<file path="src/rtl/ysyx_22050019_ifu_pkg.sv">
// Shared definitions for the instruction fetch unit: default widths, reset
// vector, FSM state encoding and the canonical NOP encoding.
package ysyx_22050019_ifu_pkg;

    localparam int          IFU_XLEN     = 64;
    localparam int          IFU_ILEN     = 32;
    localparam logic [63:0] IFU_RESET_PC = 64'h8000_0000;
    localparam logic [31:0] IFU_NOP      = 32'h0000_0013;   // addi x0, x0, 0

    // Fetch FSM encoding (2 bits)
    localparam logic [1:0] S_IDLE = 2'd0;   // one settle cycle after reset
    localparam logic [1:0] S_REQ  = 2'd1;   // request presented to imem
    localparam logic [1:0] S_WAIT = 2'd2;   // request accepted, awaiting data
    localparam logic [1:0] S_HOLD = 2'd3;   // instruction presented to IF/ID

endpackage

</file>
<file path="src/rtl/ysyx_22050019_ifu.sv">
// Instruction fetch unit. Owns the fetch PC, keeps at most one imem request
// in flight, presents {pc, inst, valid} to IF/ID and holds it across stalls.
// Redirects from later stages retarget the PC; a response belonging to a
// request issued before the redirect is discarded exactly once.
//
// Ports:
//   clk, rst_n                       clock, async active-low reset
//   imem_req_valid_o/ready_i/addr_o  fetch request handshake
//   imem_rsp_valid_i/data_i          fetch response (one per accepted request)
//   redirect_valid_i/pc_i            branch/jump/trap retarget
//   if_id_stall_i                    IF/ID backpressure
//   pc_o/inst_o/commite_o            presented instruction and its valid
//   ifu_ok_o                         one-cycle pulse per captured instruction
module ysyx_22050019_ifu
    import ysyx_22050019_ifu_pkg::*;
#(
    parameter logic [63:0] RESET_PC = IFU_RESET_PC,
    parameter int          XLEN     = IFU_XLEN,
    parameter int          ILEN     = IFU_ILEN
) (
    input  logic            clk,
    input  logic            rst_n,
    output logic            imem_req_valid_o,
    input  logic            imem_req_ready_i,
    output logic [XLEN-1:0] imem_req_addr_o,
    input  logic            imem_rsp_valid_i,
    input  logic [ILEN-1:0] imem_rsp_data_i,
    input  logic            redirect_valid_i,
    input  logic [XLEN-1:0] redirect_pc_i,
    input  logic            if_id_stall_i,
    output logic [XLEN-1:0] pc_o,
    output logic [ILEN-1:0] inst_o,
    output logic            commite_o,
    output logic            ifu_ok_o
);

    logic [1:0]      r_state, w_state_nxt;
    logic [XLEN-1:0] r_pc, w_pc_nxt;
    logic [XLEN-1:0] r_addr;
    logic [XLEN-1:0] r_pc_o;
    logic [ILEN-1:0] r_inst;
    logic            r_drop, w_drop_nxt;
    logic            r_commite, r_ok;

    logic w_xfer, w_accept, w_rsp, w_discard, w_capture, w_in_req, w_in_hold;

    assign w_in_req  = (r_state == S_REQ);
    assign w_in_hold = (r_state == S_HOLD);
    assign w_xfer    = r_commite & ~if_id_stall_i;
    assign w_accept  = w_in_req & imem_req_ready_i;
    // Responses outside WAIT belong to nobody (e.g. abandoned by reset).
    assign w_rsp     = (r_state == S_WAIT) & imem_rsp_valid_i;
    assign w_discard = w_rsp & (r_drop | redirect_valid_i);
    assign w_capture = w_rsp & ~w_discard;

    // Redirect wins over sequential advance.
    always_comb begin
        w_pc_nxt = r_pc;
        if (redirect_valid_i)
            w_pc_nxt = {redirect_pc_i[XLEN-1:2], 2'b00};
        else if (w_in_hold && w_xfer)
            w_pc_nxt = r_pc + XLEN'(4);
    end

    always_comb begin
        w_state_nxt = r_state;
        w_drop_nxt  = r_drop;
        case (r_state)
            S_IDLE: w_state_nxt = S_REQ;
            S_REQ: begin
                // A redirect cannot retract the request; its data is dropped later.
                if (redirect_valid_i) w_drop_nxt = 1'b1;
                if (w_accept) w_state_nxt = S_WAIT;
            end
            S_WAIT: begin
                if (w_rsp)                 w_drop_nxt = 1'b0;
                else if (redirect_valid_i) w_drop_nxt = 1'b1;
                if (w_discard)      w_state_nxt = S_REQ;
                else if (w_capture) w_state_nxt = S_HOLD;
            end
            default: begin
                if (redirect_valid_i || w_xfer) w_state_nxt = S_REQ;
            end
        endcase
    end

    always_ff @(posedge clk or negedge rst_n) begin
        if (!rst_n) begin
            r_state   <= S_IDLE;
            r_pc      <= RESET_PC;
            r_addr    <= RESET_PC;
            r_drop    <= 1'b0;
            r_pc_o    <= '0;
            r_inst    <= '0;
            r_commite <= 1'b0;
            r_ok      <= 1'b0;
        end else begin
            r_state <= w_state_nxt;
            r_pc    <= w_pc_nxt;
            r_drop  <= w_drop_nxt;
            r_ok    <= w_capture;
            // The address tracks pc_q except while a request is pending: it must
            // stay stable until accepted even if a redirect moves pc_q meanwhile.
            if (!(w_in_req && !imem_req_ready_i))
                r_addr <= w_pc_nxt;
            if (w_capture) begin
                r_pc_o    <= r_pc;
                r_inst    <= imem_rsp_data_i;
                r_commite <= 1'b1;
            end else if (w_in_hold && (redirect_valid_i || w_xfer)) begin
                r_commite <= 1'b0;
            end
        end
    end

    assign imem_req_valid_o = w_in_req;
    assign imem_req_addr_o  = r_addr;
    assign pc_o             = r_pc_o;
    assign inst_o           = r_inst;
    assign commite_o        = r_commite;
    assign ifu_ok_o         = r_ok;

endmodule

</file>
<file path="config.mk">
export PLATFORM = sky130hd
export DESIGN_NAME = ysyx_22050019_ifu
export DESIGN_NICKNAME = d
export VERILOG_FILES = /design/src/rtl/ysyx_22050019_ifu_pkg.sv /design/src/rtl/ysyx_22050019_ifu.sv
export SDC_FILE = /design/constraint.sdc
export NUM_CORES = 1
export LEC_CHECK = 0
export CORE_ASPECT_RATIO = 1.4
export CORE_UTILIZATION = 46
export CTS_BUF_LIST = sky130_fd_sc_hd__clkbuf_8
export CTS_CLUSTER_DIAMETER = 60
export DETAILED_ROUTE_END_ITERATION = 7
export HOLD_SLACK_MARGIN = 0.08
export PLACE_DENSITY = 0.91
export SLEW_MARGIN = 0
export SYNTH_ARGS = -nofsm -noshare
export SYNTH_HDL_FRONTEND = slang
export SYNTH_SLANG_ARGS = --single-unit
export TNS_END_PERCENT = 20
</file>
<file path="constraint.sdc">
create_clock -name clk -period 2.3 [get_ports clk]
set_input_delay 0.46 -clock clk [delete_from_list [all_inputs] [get_ports clk]]
set_output_delay 0.46 -clock clk [all_outputs]
set_load 0.01 [all_outputs]
</file>
# Word level (Yosys, flattened, before mapping)
# Cells that the tools add are included.
totals:
  inputBits: 102
  word_cells: 44
  output_inout_bits: 163
  ff_bits: 229
op_classes:
  muxes: 12
  eq_ne: 5
  n_bitwise: 8
  reduce_logical: 10
  add_sub_neg: 1
ops:
  columns: ["operator", "n"]
  rows:
  - ["64-bit 2-to-1 mux", 2]
  - ["64-bit by 3-bit adder with 64-bit output, second input constant", 1]
  - ["2-bit 2-to-1 mux", 4]
  - ["2-bit one-hot mux with 3 select lines", 1]
  - ["1-bit AND", 5]
  - ["2-bit == test, second input constant", 2]
  - ["1-bit 2-to-1 mux", 4]
  - ["2-bit nonzero test", 2]
  - ["4-bit nonzero test", 1]
  - ["1-bit logical AND", 3]
  - ["3-bit != test, second input constant", 1]
  - ["3-bit AND reduction", 1]
  - ["2-bit by 1-bit == test with 1-bit output, second input constant", 1]
  - ["2-bit logical NOT", 1]
  - ["2-bit != test, second input constant", 1]
  - ["1-bit NOT", 2]
  - ["1-bit one-hot mux with 2 select lines", 1]
  - ["1-bit logical NOT", 1]
  - ["1-bit logical OR", 1]
  - ["1-bit bitwise OR", 1]

# Depth between registers and ports, before layout
logic_depth:
  ltp_word: 8
  ltp_mapped: 8
  ltp_nobuf: 7

# Least setup slack after synthesis
# Ideal clock, no wire load.
synth_path:
  kind: "reg-to-reg"
  startpoint: "register r_state[0]"
  endpoint: "register r_addr[22] (netlist: imem_req_addr_o[22])"
  path_buffers: 0
  required_time_ns: 2.175
  path_slack_ns: 0.008
  period_less_slack_ns: 2.292
  setup_ns: 0.125
  arrival_ns: 2.168
  stages_incl_launch_ff: 8
  cell_sequence: "dfrtp_1 > ha_1 > nand4b_4 > or4_4 > nor4_2 > xor2_1 > mux2_2 > mux2_2"
synth_between:
  elab_chain_len: 4
  elab_cells_between_ends: 6
  classes_between: "2 x eq/ne; 2 x mux; 2 x reduce/logical"
synth_lines:
  columns: ["item", "line_no", "source"]
  rows:
  - ["start, declared", "ysyx_22050019_ifu.sv:37", "logic [1:0] r_state, w_state_nxt;"]
  - ["start signal, assigned", "ysyx_22050019_ifu.sv:98", "r_state <= w_state_nxt;"]
  - ["2-bit == test", "ysyx_22050019_ifu.sv:48", "assign w_in_hold = (r_state == S_HOLD);"]
  - ["1-bit logical AND", "ysyx_22050019_ifu.sv:61", "else if (w_in_hold && w_xfer)"]
  - ["64-bit 2-to-1 mux", "ysyx_22050019_ifu.sv:61", null]
  - ["64-bit 2-to-1 mux", "ysyx_22050019_ifu.sv:59", "if (redirect_valid_i)"]
  - ["net w_pc_nxt[22]", "ysyx_22050019_ifu.sv:38", "logic [XLEN-1:0] r_pc, w_pc_nxt;"]
  - ["end signal, assigned", "ysyx_22050019_ifu.sv:105", "r_addr <= w_pc_nxt;"]
  - ["end, declared", "ysyx_22050019_ifu.sv:39", "logic [XLEN-1:0] r_addr;"]
# The timed path passes the listed nets, and every way through them passes these cells.
# A chain may end at the register's enable or synchronous reset.

# Worst setup path in the final report
layout_path:
  startpoint: "register r_pc[31]"
  endpoint: "register r_addr[63] (netlist: imem_req_addr_o[63])"
layout_between:
  elab_chain_len: 3
layout_lines:
  columns: ["item", "line_no", "source"]
  rows:
  - ["start, declared", "ysyx_22050019_ifu.sv:38", null]
  - ["start signal, assigned", "ysyx_22050019_ifu.sv:99", "r_pc <= w_pc_nxt;"]
  - ["64-bit by 3-bit adder with 64-bit output", "ysyx_22050019_ifu.sv:62", "w_pc_nxt = r_pc + XLEN'(4);"]
  - ["64-bit 2-to-1 mux", "ysyx_22050019_ifu.sv:61", null]
  - ["64-bit 2-to-1 mux", "ysyx_22050019_ifu.sv:59", null]
# Every way passes these cells.

==> qor.csv <==
metric,value,unit
outcome,"finished, violations left",
failed_checks,setup timing,
fin_nets,1320,
multi_input_area,4490,um2
path_class,flop to flop,
clkSinkCount,229,
synth_edf_count,0,
syn_area_per_cell,11.9,um2
numCtsBuffers,38,
worstHoldPathCells,3,
path_buf_inv,1,
port-buffer-count,262,
overflow,0,
worstPathRequired,2.71,ns
area_delta_synth_final,42.8,%
min_to,r_drop,
synthMostInstantiatedCell,dfrtp_1,
num_vias,8504,
regArea,5730,um2
cp-end-kind,flop,
wl_met3,2080,um
synth-seq-cells,229,
cpPeakStageDelay,0.58,ns
setup_tns,-0.0762,ns
dpl.hpwl,22100,um
hold_viol,0,
max_freq,0.423,GHz
wl_met1,11300,um
crit_family,simple AND/OR/NAND/NOR gates,
yosysWarningCount,0,
design_area,14800,um2
reg2reg_depth,6,
clkSlewWorstSetupHoldPaths,0.07,ns
die_area,23100,um2
synth_common_cells,"227 x dfrtp_1, 140 x mux2_2, 89 x nand2_1, 47 x nor2_1, 36 x and3_1",
io_pins,265,
num_rows,64,
ys_types,50,
async_flop_share,1.00,
cpMaxStageDelayCell,dfstp_2,
syn_nets,975,
yosysSeqAreaShare,0.554,
cts_buffer_depth,3,
wl_per_cell,20.1,um
routed.top_layer,met5,
worst_pin_slew,0.686,ns
cts_tree,yes,
path_max_fanout,5,
drc,0,
fillers,1636,
synth_fa_ha_area_frac,0.00726,
worst_ir_drop_vdd,0.590,mV
routed_wl,30900,um
netlist_area,10300,um2
period_minus_slack,2.36,ns
ys_top_cells_by_area,"dfrtp_1 55%, mux2_2 15%, nand2_1 3.2%, xnor2_1 2.4%, and3_1 2.2%",
r2r-end,imem_req_addr_o[63],
p_leak,6.58,nW
drv_cap,0,
grt.total_usage,0.268,
wl_met2,16000,um
fp.dieH,179,um
synthCells,867,
setup_violations,2,
grt_first_pass_wirelength,47000,um
synth_top_area_cell,dfrtp_1,
worst_setup_path_start_kind,flop,
r2r_start,r_pc[31],
synth.mux.area_fraction,0.158,
drv_slew,0,
period_share,1.03,
synth-simple-area-share,0.158,
dr.first_iter.drc_count,408,
skew,0.0214,ns
dr.pass1.iters,7,
fin_ws,-0.0646,ns
grt_max_degree,71,
root_buffer,clkbuf_8,
min_from,redirect_valid_i,
core_area,21900,um2
synth_top_family_by_area,multiplexers,
die_w,129,um
drive_above_1_share,0.259,
r2r_slack,-0.06,ns
rsz0062_at_grt,yes,
powerDensity,954,nW/um2
via_per_inst,5.53,
crit_chain,"inv_1, nor3_2, nand3_1, nor4_4, xor2_1, a221o_1",
start_util,0.471,
holdCritPathClass,input port to flop,
place_congestion,0.886,
ant_nets,0,
synth_compound_area_frac,0.0578,
slew_headroom,0.542,
antenna_found_initial,4,
synth_flop_cell,dfrtp_1,
synth-xor-area-share,0.0449,
grt_pass1_vias,8661,
worst_ep_arrival_time,2.78,ns
htreeDepth,2,
synth_top_cell_area_share,0.549,
placed_cell_area,13900,um2
clock_latency,0.53,ns
==> layout by cell type (no fill, tap or decap), types with 3 or more instances in the layout <==
master and instances:
nor3_1 10, clkinv_2 6, nor4_4 5, nand3_1 25
mux2i_1 6, clkbuf_8 45, inv_1 18, xor2_1 25
clkdlybuf4s50_1 259, o31ai_1 5, and2_1 4, buf_12 9
nor4_2 4, a21oi_1 19, a221oi_1 3, nor3_2 7
nand4_1 35, xnor2_1 27, mux2_2 140, a21o_1 3
and3_1 35, ha_1 5, nor2_1 44, o21ai_0 28
a221o_1 19, buf_4 75, nand2_1 89, diode_2 3
dfrtp_1 226, nor2b_1 5, and4_1 5
==> per-layer routing <==
| layer | vias to the layer above | track usage |
|---|---|---|
| met2 | 343 | 0.469 |
| met3 | 89 | 0.0671 |
| met4 | 2 | 0.143 |
| met1 | 4252 | 0.301 |
| met5 | - | 0 |
| li1 | 3818 | - |
==> through the flow <==
step	cells	setup slack, ns	hold slack [ns]	util	total power, mW
after floorplan	867	0.00773	0.164	-	7.66
after global placement	1462	-0.406	0.448	0.633	10.4
after detailed placement	1462	-0.479	0.450	0.633	10.6
after CTS	1529	0.00395	0.348	0.668	14.1
after global routing	1536	-0.0944	0.375	0.673	14.8
final	1537	-0.0646	0.370	0.673	14.1
==> what timing repair did <==
action,CTS,global route
pin swaps,3,4
resized for setup,4,14
hold buffers,1,0
setup buffers,1,5
hold endpoints to repair,61,0
setup endpoints to repair,14,30
==> sequential cells by signal, summed over array words and instances, names as in the netlist <==
| register | cells |
|---|---|
| commite_o | 1 |
| ifu_ok_o | 1 |
| imem_req_addr_o | 64 |
| inst_o | 32 |
| pc_o | 64 |
| r_drop | 1 |
| r_pc | 64 |
| r_state | 2 |
==> power by group <==
part           internal [mW]  switching (mW)  total (mW)  leakage [nW]
clock network           1.89            1.61        3.50         0.420
logic                   2.78            2.05        4.83          3.25
registers               5.07           0.680        5.75          2.91
==> logic make-up after synthesis <==
| logic type | count (synthesis) |
|---|---|
| AND/OR/NAND/NOR | 293 |
| AO/OA/AOI/OAI | 88 |
| adder cells (fa/ha/maj) | 6 |
| buffers and inverters | 52 |
| flip-flops | 229 |
| multiplexers | 146 |
| XOR/XNOR | 53 |
==> cell type report <==
type                            count  area share
Sequential cell                   229       0.388
Multi-Input combinational cell    586       0.304
Timing Repair Buffer              348       0.229
Clock buffer                       45      0.0420
Tap cell                          297      0.0252
Clock inverter                     20     0.00788
Inverter                            9     0.00229
Antenna cell                        3    0.000509
==> worst register-to-register path, stage by stage, from the launching register on <==
cell and delay (ns):
dfstp_2 0.58, inv_1 0.12, nor3_2 0.29, nand3_1 0.26
nor4_4 0.50, xor2_1 0.16, a221o_1 0.34
==> worst max path at each step <==
stage / from / to / slack, ns / cells past startpoint
2_1_floorplan: r_state[0] / imem_req_addr_o[22] / 0.008 / 7
3_3_place_gp: if_id_stall_i / imem_req_addr_o[63] / -0.41 / 7
3_5_place_dp: if_id_stall_i / imem_req_addr_o[63] / -0.48 / 7
4_1_cts: r_state[0] / r_pc[50] / 0.004 / 8
5_1_grt: r_state[0] / imem_req_addr_o[56] / -0.09 / 9
6_report: r_pc[31] / imem_req_addr_o[63] / -0.06 / 6
Note: power is estimated with default switching activity, not from simulation.
